--- src/rtl/lz_pkg.sv ---
// Shared types for the leading-zero normalize/denormalize path: FSM states and
// the count-port width helper used by both the counter and the denormalizer.
package lz_pkg;

    typedef enum logic [1:0] {
        IDLE  = 2'd0,
        SHIFT = 2'd1,
        DONE  = 2'd2
    } lz_state_e;

    // Width of a leading-zero count able to represent 0..width inclusive.
    function automatic int count_width(input int width);
        return $clog2(width) + 1;
    endfunction

endpackage

--- src/rtl/lz_denormalizer.sv ---
// Sequential de-normalizer: shifts a normalized word right by its leading-zero
// count, one bit per cycle. Optional sticky output enabled by LZD_STICKY_EN.
module lz_denormalizer
    import lz_pkg::*;
#(
    parameter int WIDTH = 8
) (
    input  logic                            clk,
    input  logic                            rst_n,
    input  logic                            in_valid,
    output logic                            in_ready,
    input  logic [WIDTH-1:0]                in_data,
    input  logic [count_width(WIDTH)-1:0]   in_count,
    output logic                            out_valid,
    input  logic                            out_ready,
    output logic [WIDTH-1:0]                out_data,
`ifdef LZD_STICKY_EN
    output logic                            sticky,
`endif
    output logic [1:0]                      state_dbg
);

    // Handshake: a word moves on any rising edge where valid and ready are both
    // high; out_valid stays high with stable data until out_ready is seen.

    localparam int CW = count_width(WIDTH);
    localparam logic [CW-1:0] W_CNT = CW'(WIDTH);

    lz_state_e      state_q, state_d;
    logic [WIDTH-1:0] data_q, data_d;
    logic [CW-1:0]  rem_q, rem_d;
    logic [CW-1:0]  clamped;

`ifdef LZD_STICKY_EN
    logic           sticky_q, sticky_d;
    assign sticky = sticky_q;
`endif

    // Counts past the word width all shift everything out.
    assign clamped   = (in_count > W_CNT) ? W_CNT : in_count;
    assign out_data  = data_q;
    assign state_dbg = state_q;

    always_ff @(posedge clk or negedge rst_n) begin
        if (!rst_n) begin
            state_q  <= IDLE;
            data_q   <= '0;
            rem_q    <= '0;
`ifdef LZD_STICKY_EN
            sticky_q <= 1'b0;
`endif
        end else begin
            state_q  <= state_d;
            data_q   <= data_d;
            rem_q    <= rem_d;
`ifdef LZD_STICKY_EN
            sticky_q <= sticky_d;
`endif
        end
    end

    always_comb begin
        state_d   = state_q;
        data_d    = data_q;
        rem_d     = rem_q;
        in_ready  = 1'b0;
        out_valid = 1'b0;
`ifdef LZD_STICKY_EN
        sticky_d  = sticky_q;
`endif
        case (state_q)
            IDLE: begin
                in_ready = 1'b1;
                if (in_valid) begin
                    data_d  = in_data;
                    rem_d   = clamped;
`ifdef LZD_STICKY_EN
                    sticky_d = 1'b0;
`endif
                    state_d = (clamped == '0) ? DONE : SHIFT;
                end
            end
            SHIFT: begin
                data_d = data_q >> 1;
                rem_d  = rem_q - CW'(1);
`ifdef LZD_STICKY_EN
                sticky_d = sticky_q | data_q[0];
`endif
                if (rem_q == CW'(1)) state_d = DONE;
            end
            DONE: begin
                out_valid = 1'b1;
                if (out_ready) state_d = IDLE;
            end
            default: state_d = IDLE;
        endcase
    end

endmodule

--- config.mk ---
export PLATFORM = sky130hd
export DESIGN_NAME = lz_denormalizer
export DESIGN_NICKNAME = d
export VERILOG_FILES = /design/src/rtl/lz_pkg.sv /design/src/rtl/lz_denormalizer.sv
export SDC_FILE = /design/constraint.sdc
export NUM_CORES = 1
export LEC_CHECK = 0
export BUFFER_PORTS_ARGS = -buffer_cell sky130_fd_sc_hd__buf_2
export CORE_MARGIN = 5
export CORE_UTILIZATION = 40
export DETAILED_ROUTE_END_ITERATION = 10
export PLACE_DENSITY = 0.69
export SLEW_MARGIN = 10
export SYNTH_ARGS = -nofsm -noshare
export SYNTH_HDL_FRONTEND = slang
export SYNTH_SLANG_ARGS = --single-unit
--- constraint.sdc ---
create_clock -name clk -period 1.2 [get_ports clk]
set_input_delay 0.06 -clock clk [delete_from_list [all_inputs] [get_ports clk]]
set_output_delay 0.06 -clock clk [all_outputs]
set_load 0.05 [all_outputs]
### Word-level counts from Yosys, hierarchy flattened

Index checks and enable logic that the tools add are counted.

* register bits after elaboration: 14
* bits of input ports: 16
* output and inout bits: 12

* add/sub/neg operators: 1
* $lt $le $gt $ge: 1
* equality and inequality tests: 6
* muxes and demuxes: 12
* reductions and logical operators: 5

Operators by type and width (count)
* 8-bit one-hot mux with 2 select lines: 1
* 2-bit two-way mux: 4
* 4-bit two-way mux: 2
* 8-bit two-way mux: 1
* 4-bit one-hot mux with 2 select lines: 1
* 2-bit != test, second input constant: 3
* 2-bit one-hot mux with 3 select lines: 1
* 4-bit by 1-bit equality test with 1-bit output, second input constant: 1
* 4-bit greater-than comparator, second input constant: 1
* 4-bit logical NOT: 1
* 4-bit by 1-bit subtractor with 4-bit output, second input constant: 1
* 3-bit AND reduction: 1
* 2-bit by 1-bit equality test with 1-bit output, second input constant: 1
* 2-bit equality test, second input constant: 1
* 2-bit logical NOT: 1
* 1-bit two-way mux: 2
* 2-bit AND reduction: 1
* 2-bit nonzero test: 1

### Longest topological paths before layout

* depth in word-level cells: 6
* mapped depth: 5
* mapped depth without buffers: 5

### Worst setup path after synthesis

No wires, ideal clock.

* path kind: reg2out
* from: reg state_q[1] (netlist: state_dbg[1])
* to: out out_valid
* arrival: 1.845 ns
* data required time: 1.140 ns
* path slack: -0.705 ns
* cell stages (with the launch flop): 4
* buffers on the path: 2
* path through: dfrtp_1 -> buf_6 -> clkbuf_1 -> nor2b_1

* cells in the longest elaborated chain, start to end: 2

RTL lines
* start: declaration: line lz_denormalizer.sv:29 `lz_state_e state_q, state_d;`
* start signal: assignment: line lz_denormalizer.sv:53 `state_q <= state_d;`
* 2-bit equality test: line lz_denormalizer.sv:71 `case (state_q)`
* 1-bit two-way mux: line lz_denormalizer.sv:71
* end: declaration: line lz_denormalizer.sv:14 `output logic out_valid,`

No other way between the ends.

### Worst setup path after layout

* from: reg state_q[1] (netlist: state_dbg[1])
* to: reg rem_q[0]

* cells in the longest elaborated chain, start to end: 3

RTL lines
* 2-bit by 1-bit equality test with 1-bit output / 2-bit logical NOT (equally long branches): line lz_denormalizer.sv:71
* 2-bit nonzero test (no line) / 2-bit != test (equally long branches)
* 2-bit AND reduction (no line)
* end signal: assignment: line lz_denormalizer.sv:55 `rem_q <= rem_d;`
* end: declaration: line lz_denormalizer.sv:31 `logic [CW-1:0] rem_q, rem_d;`

Parallel ways exist; a longest one is shown, timed or not.
A chain may end at the register's enable or synchronous reset.

==> impl_results.md <==
- Initial Utilization: 0.4117
- Max Freq: 786.9 MHz
- DRC Markers: 0
- First-pass GRT wire length: approximately 3700 µm
- Setup violations, final: 14
- Core Box Area: 1942 µm²
- All-Layer GR Usage: 0.1741
- P_sw: 0.001731 W
- Clk sinks: 14
- FILL cells: 178
- Share of cells above drive strength 1: 0.5191
- Synthesized area per cell: 9.633 µm²
- Vias in the first global route: between 800 and 900
- Sequential Power Share: 0.265
- Slew Limit Headroom: 0.7324
- P_int: 0.001880 W
- Routed Antenna Nets: 0
- Die X: 54.71 µm
- Switching Fraction: 0.4794
- HPWL Detailed: 1559 µm
- Vias post-DR: around 860
- Area delta synth->final: 57.12%
- Final Wtd Congestion: 0.8020
- Status: finished with violations
- Max VDD drop: 0.001575 V
- Clock Power Share: 0.080
- Register area: approximately 350 µm²
- Mapped Area: 799.5 µm²
- Routed len/inst: about 15 µm
- Htree depth: 1
- Cell count after synthesis: 83
- Final worst path period need: 1.271 ns
- Critical path class: reg -> reg
- Crit share post-route: 1.059
- Worst-Skew Late Latency: 0.29 ns
- Crit end category: flop
- Final total power: between 0.003 and 0.004 W
- Syn_nets: 101
- Sequential area share after synthesis: 0.4382
- Maximum number of pins on one net before global-route repair: 15
- Multi-input gate area: 480.5 µm²
- Cell variety after synth: 30
- Die area: approximately 3000 µm²
- RSZ-0062 raised after global routing: yes
- Synth warn: 0
- Hold crit path type: in -> reg
- Worst hold margin: 0.02824 ns
- Max cap viols: 0
- Initial antenna violation count: 0
- Max Fanout on Critical Path: 5
- Worst Path Arrival: 1.45 ns
- Worst EP required: between 1 and 1.5 ns
- Hold EP: state_dbg[1]$_DFFE_PN0P_
- 1st-pass router iterations: 4
- Most common cell after layout, fill and taps aside: buf_2
- CTS tree: built
- Maximum buffer depth of the clock tree: 2
- Clock root buffer: clkbuf_4
- Row cnt: 16
- Hold Path Depth: 3
- Port buffer count: 27
- Max Slew Vio Count: 0
- Final net count: 150
- R2R depth: 5
- Final Hold Viols: 0
- Commonest cells after routing, fill and taps aside: buf_2, buf_4, a22oi_1
- Grt total ovfl: 0
- Register bit total from synthesis: 14
- Drt total wl: 2343 µm
- Initial DRC count: 14
- Violations in the final reports: negative setup slack
- Drt via density: 5.437
- IO Pins: 28
- Worst reg2reg startpoint: state_dbg[1]$_DFFE_PN0P_
- Worst slew pin tran: 0.3958 ns
- FF-to-FF setup slack: -0.07 ns
- Setup slack after layout: -0.07087 ns
- Pwr dens: 2874 nW/µm²
- Startpoint Class: flop
- Worst Skew: approximately 0.0078 ns
- Leakage dissipation: 0.5977 nW
- Die span in y: between 50 and 60 µm
- Clock slew at reported path FFs: 0.09 ns
- Min-delay src: out_ready
- Logic gate share of total power: 0.656
- CTS Buf Count: 3
- Crit Reg-Reg Endpoint: rem_q[0]$_DFFE_PN0P_
- # diodes: 0
cell families (layout without fill, tap and decap cells):
| kind of cell | count (synthesis) | count (layout) | share of synthesized area |
|---|---|---|---|
| adders and majority gates | 2 | 2 | 0.03129 |
| buffers and inverters | 11 | 59 | 0.06571 |
| muxes | 1 | 1 | 0.01252 |
| DFF | 14 | 14 | 0.4382 |
| AOI/OAI and AO/OA | 34 | 34 | 0.2911 |
| and+or+nand+nor | 21 | 21 | 0.1612 |
critical path: stages (launching register included):
cell and delay [ns]:
dfrtp_2 0.43, buf_6 0.12, and2b_1 0.20, buf_4 0.14, a32oi_1 0.19, o21ai_1 0.09
metal layers:
metal,track usage,wire length (µm)
met1,0.2020,970
met2,0.3012,1203
met3,0.03270,126
met4,0.08714,42
met5,0,0
power groups by stage:
stage          Combinational (W)  Sequential [W]  Clock, W
3_3_place_gp             0.00187        0.000916         0
2_1_floorplan           0.000935         0.00134         0
6_report                 0.00237        0.000956  0.000287
3_5_place_dp             0.00190        0.000925         0
5_1_grt                  0.00254        0.000994  0.000308
4_1_cts                  0.00210        0.000922  0.000295
cells in the mapped netlist:
cell      instances  area [µm²]
buf_2             3       15.01
nand2b_1          1       6.260
a31oi_1           2       12.51
o221ai_1          1       8.760
and2b_1           1       7.510
nor4bb_1          1       10.01
nand2_1           2       7.510
or4b_1            1       10.01
o21ai_0          10       50.05
inv_1             4       15.01
nor4b_1           1       8.760
buf_6             1       11.26
dfrtp_1          14       350.3
nor3_1            2       10.01
o21a_1            1       7.510
nor2b_1           5       31.28
a211oi_1          1       7.510
mux2i_1           1       10.01
nor2_1            4       15.01
and3b_1           1       8.760
clkbuf_1          2       7.510
ha_1              2       25.02
a22oi_1          15       112.6
clkinv_1          1       3.750
a32oi_1           1       8.760
and3_1            1       6.260
a221oi_1          1       8.760
a21boi_0          1       7.510
nor3b_1           1       7.510
o311ai_1          1       8.760
sequential cells by signal, indices dropped and copies added, names as in the netlist:
signal,cells
state_dbg,2
out_data,8
rem_q,4
metrics by stage:
step,setup TNS (ns),setup WS [ns],std cells,util,cell area [µm²]
after global placement,-0.09074,-0.04193,143,0.5367,1042
after detailed placement,-0.1950,-0.07275,143,0.5367,1042
final,-0.3598,-0.07087,158,0.6469,1256
after CTS,-0.4482,-0.05182,153,0.5954,1156
after global routing,-1.382,-0.1444,158,0.6469,1256
after floorplan,-1.055,-0.2224,83,-,832.0
how the worst max path moves through the flow:
| stage | start | endpoint | cells past startpoint |
|---|---|---|---|
| global placement | rem_q[0]$_DFFE_PN0P_ | state_dbg[0]$_DFFE_PN0P_ | 4 |
| global route | rem_q[0]$_DFFE_PN0P_ | rem_q[2]$_DFFE_PN0P_ | 5 |
| CTS | state_dbg[0]$_DFFE_PN0P_ | out_valid | 3 |
| floorplan | state_dbg[1]$_DFFE_PN0P_ | rem_q[3]$_DFFE_PN0P_ | 4 |
| detailed placement | rem_q[0]$_DFFE_PN0P_ | state_dbg[0]$_DFFE_PN0P_ | 4 |
| finish | state_dbg[1]$_DFFE_PN0P_ | rem_q[0]$_DFFE_PN0P_ | 5 |
final cells by class:
type	count	share of cell area
clock buffer	4	0.02092
inverter	5	0.01494
multi-input combinational	58	0.3825
sequential	14	0.2809
tap	27	0.02689
timing repair buffer	50	0.2739
what timing repair did:
action	4_1_cts	5_1_grt
endpoints found under the setup margin	6	18
pin swaps	7	3
hold endpoints to repair	14	0
gates resized for setup	15	20
buffers inserted	4	5
gates cloned	1	0
hold buffers	1	0
(Power assumes the default switching activity.)
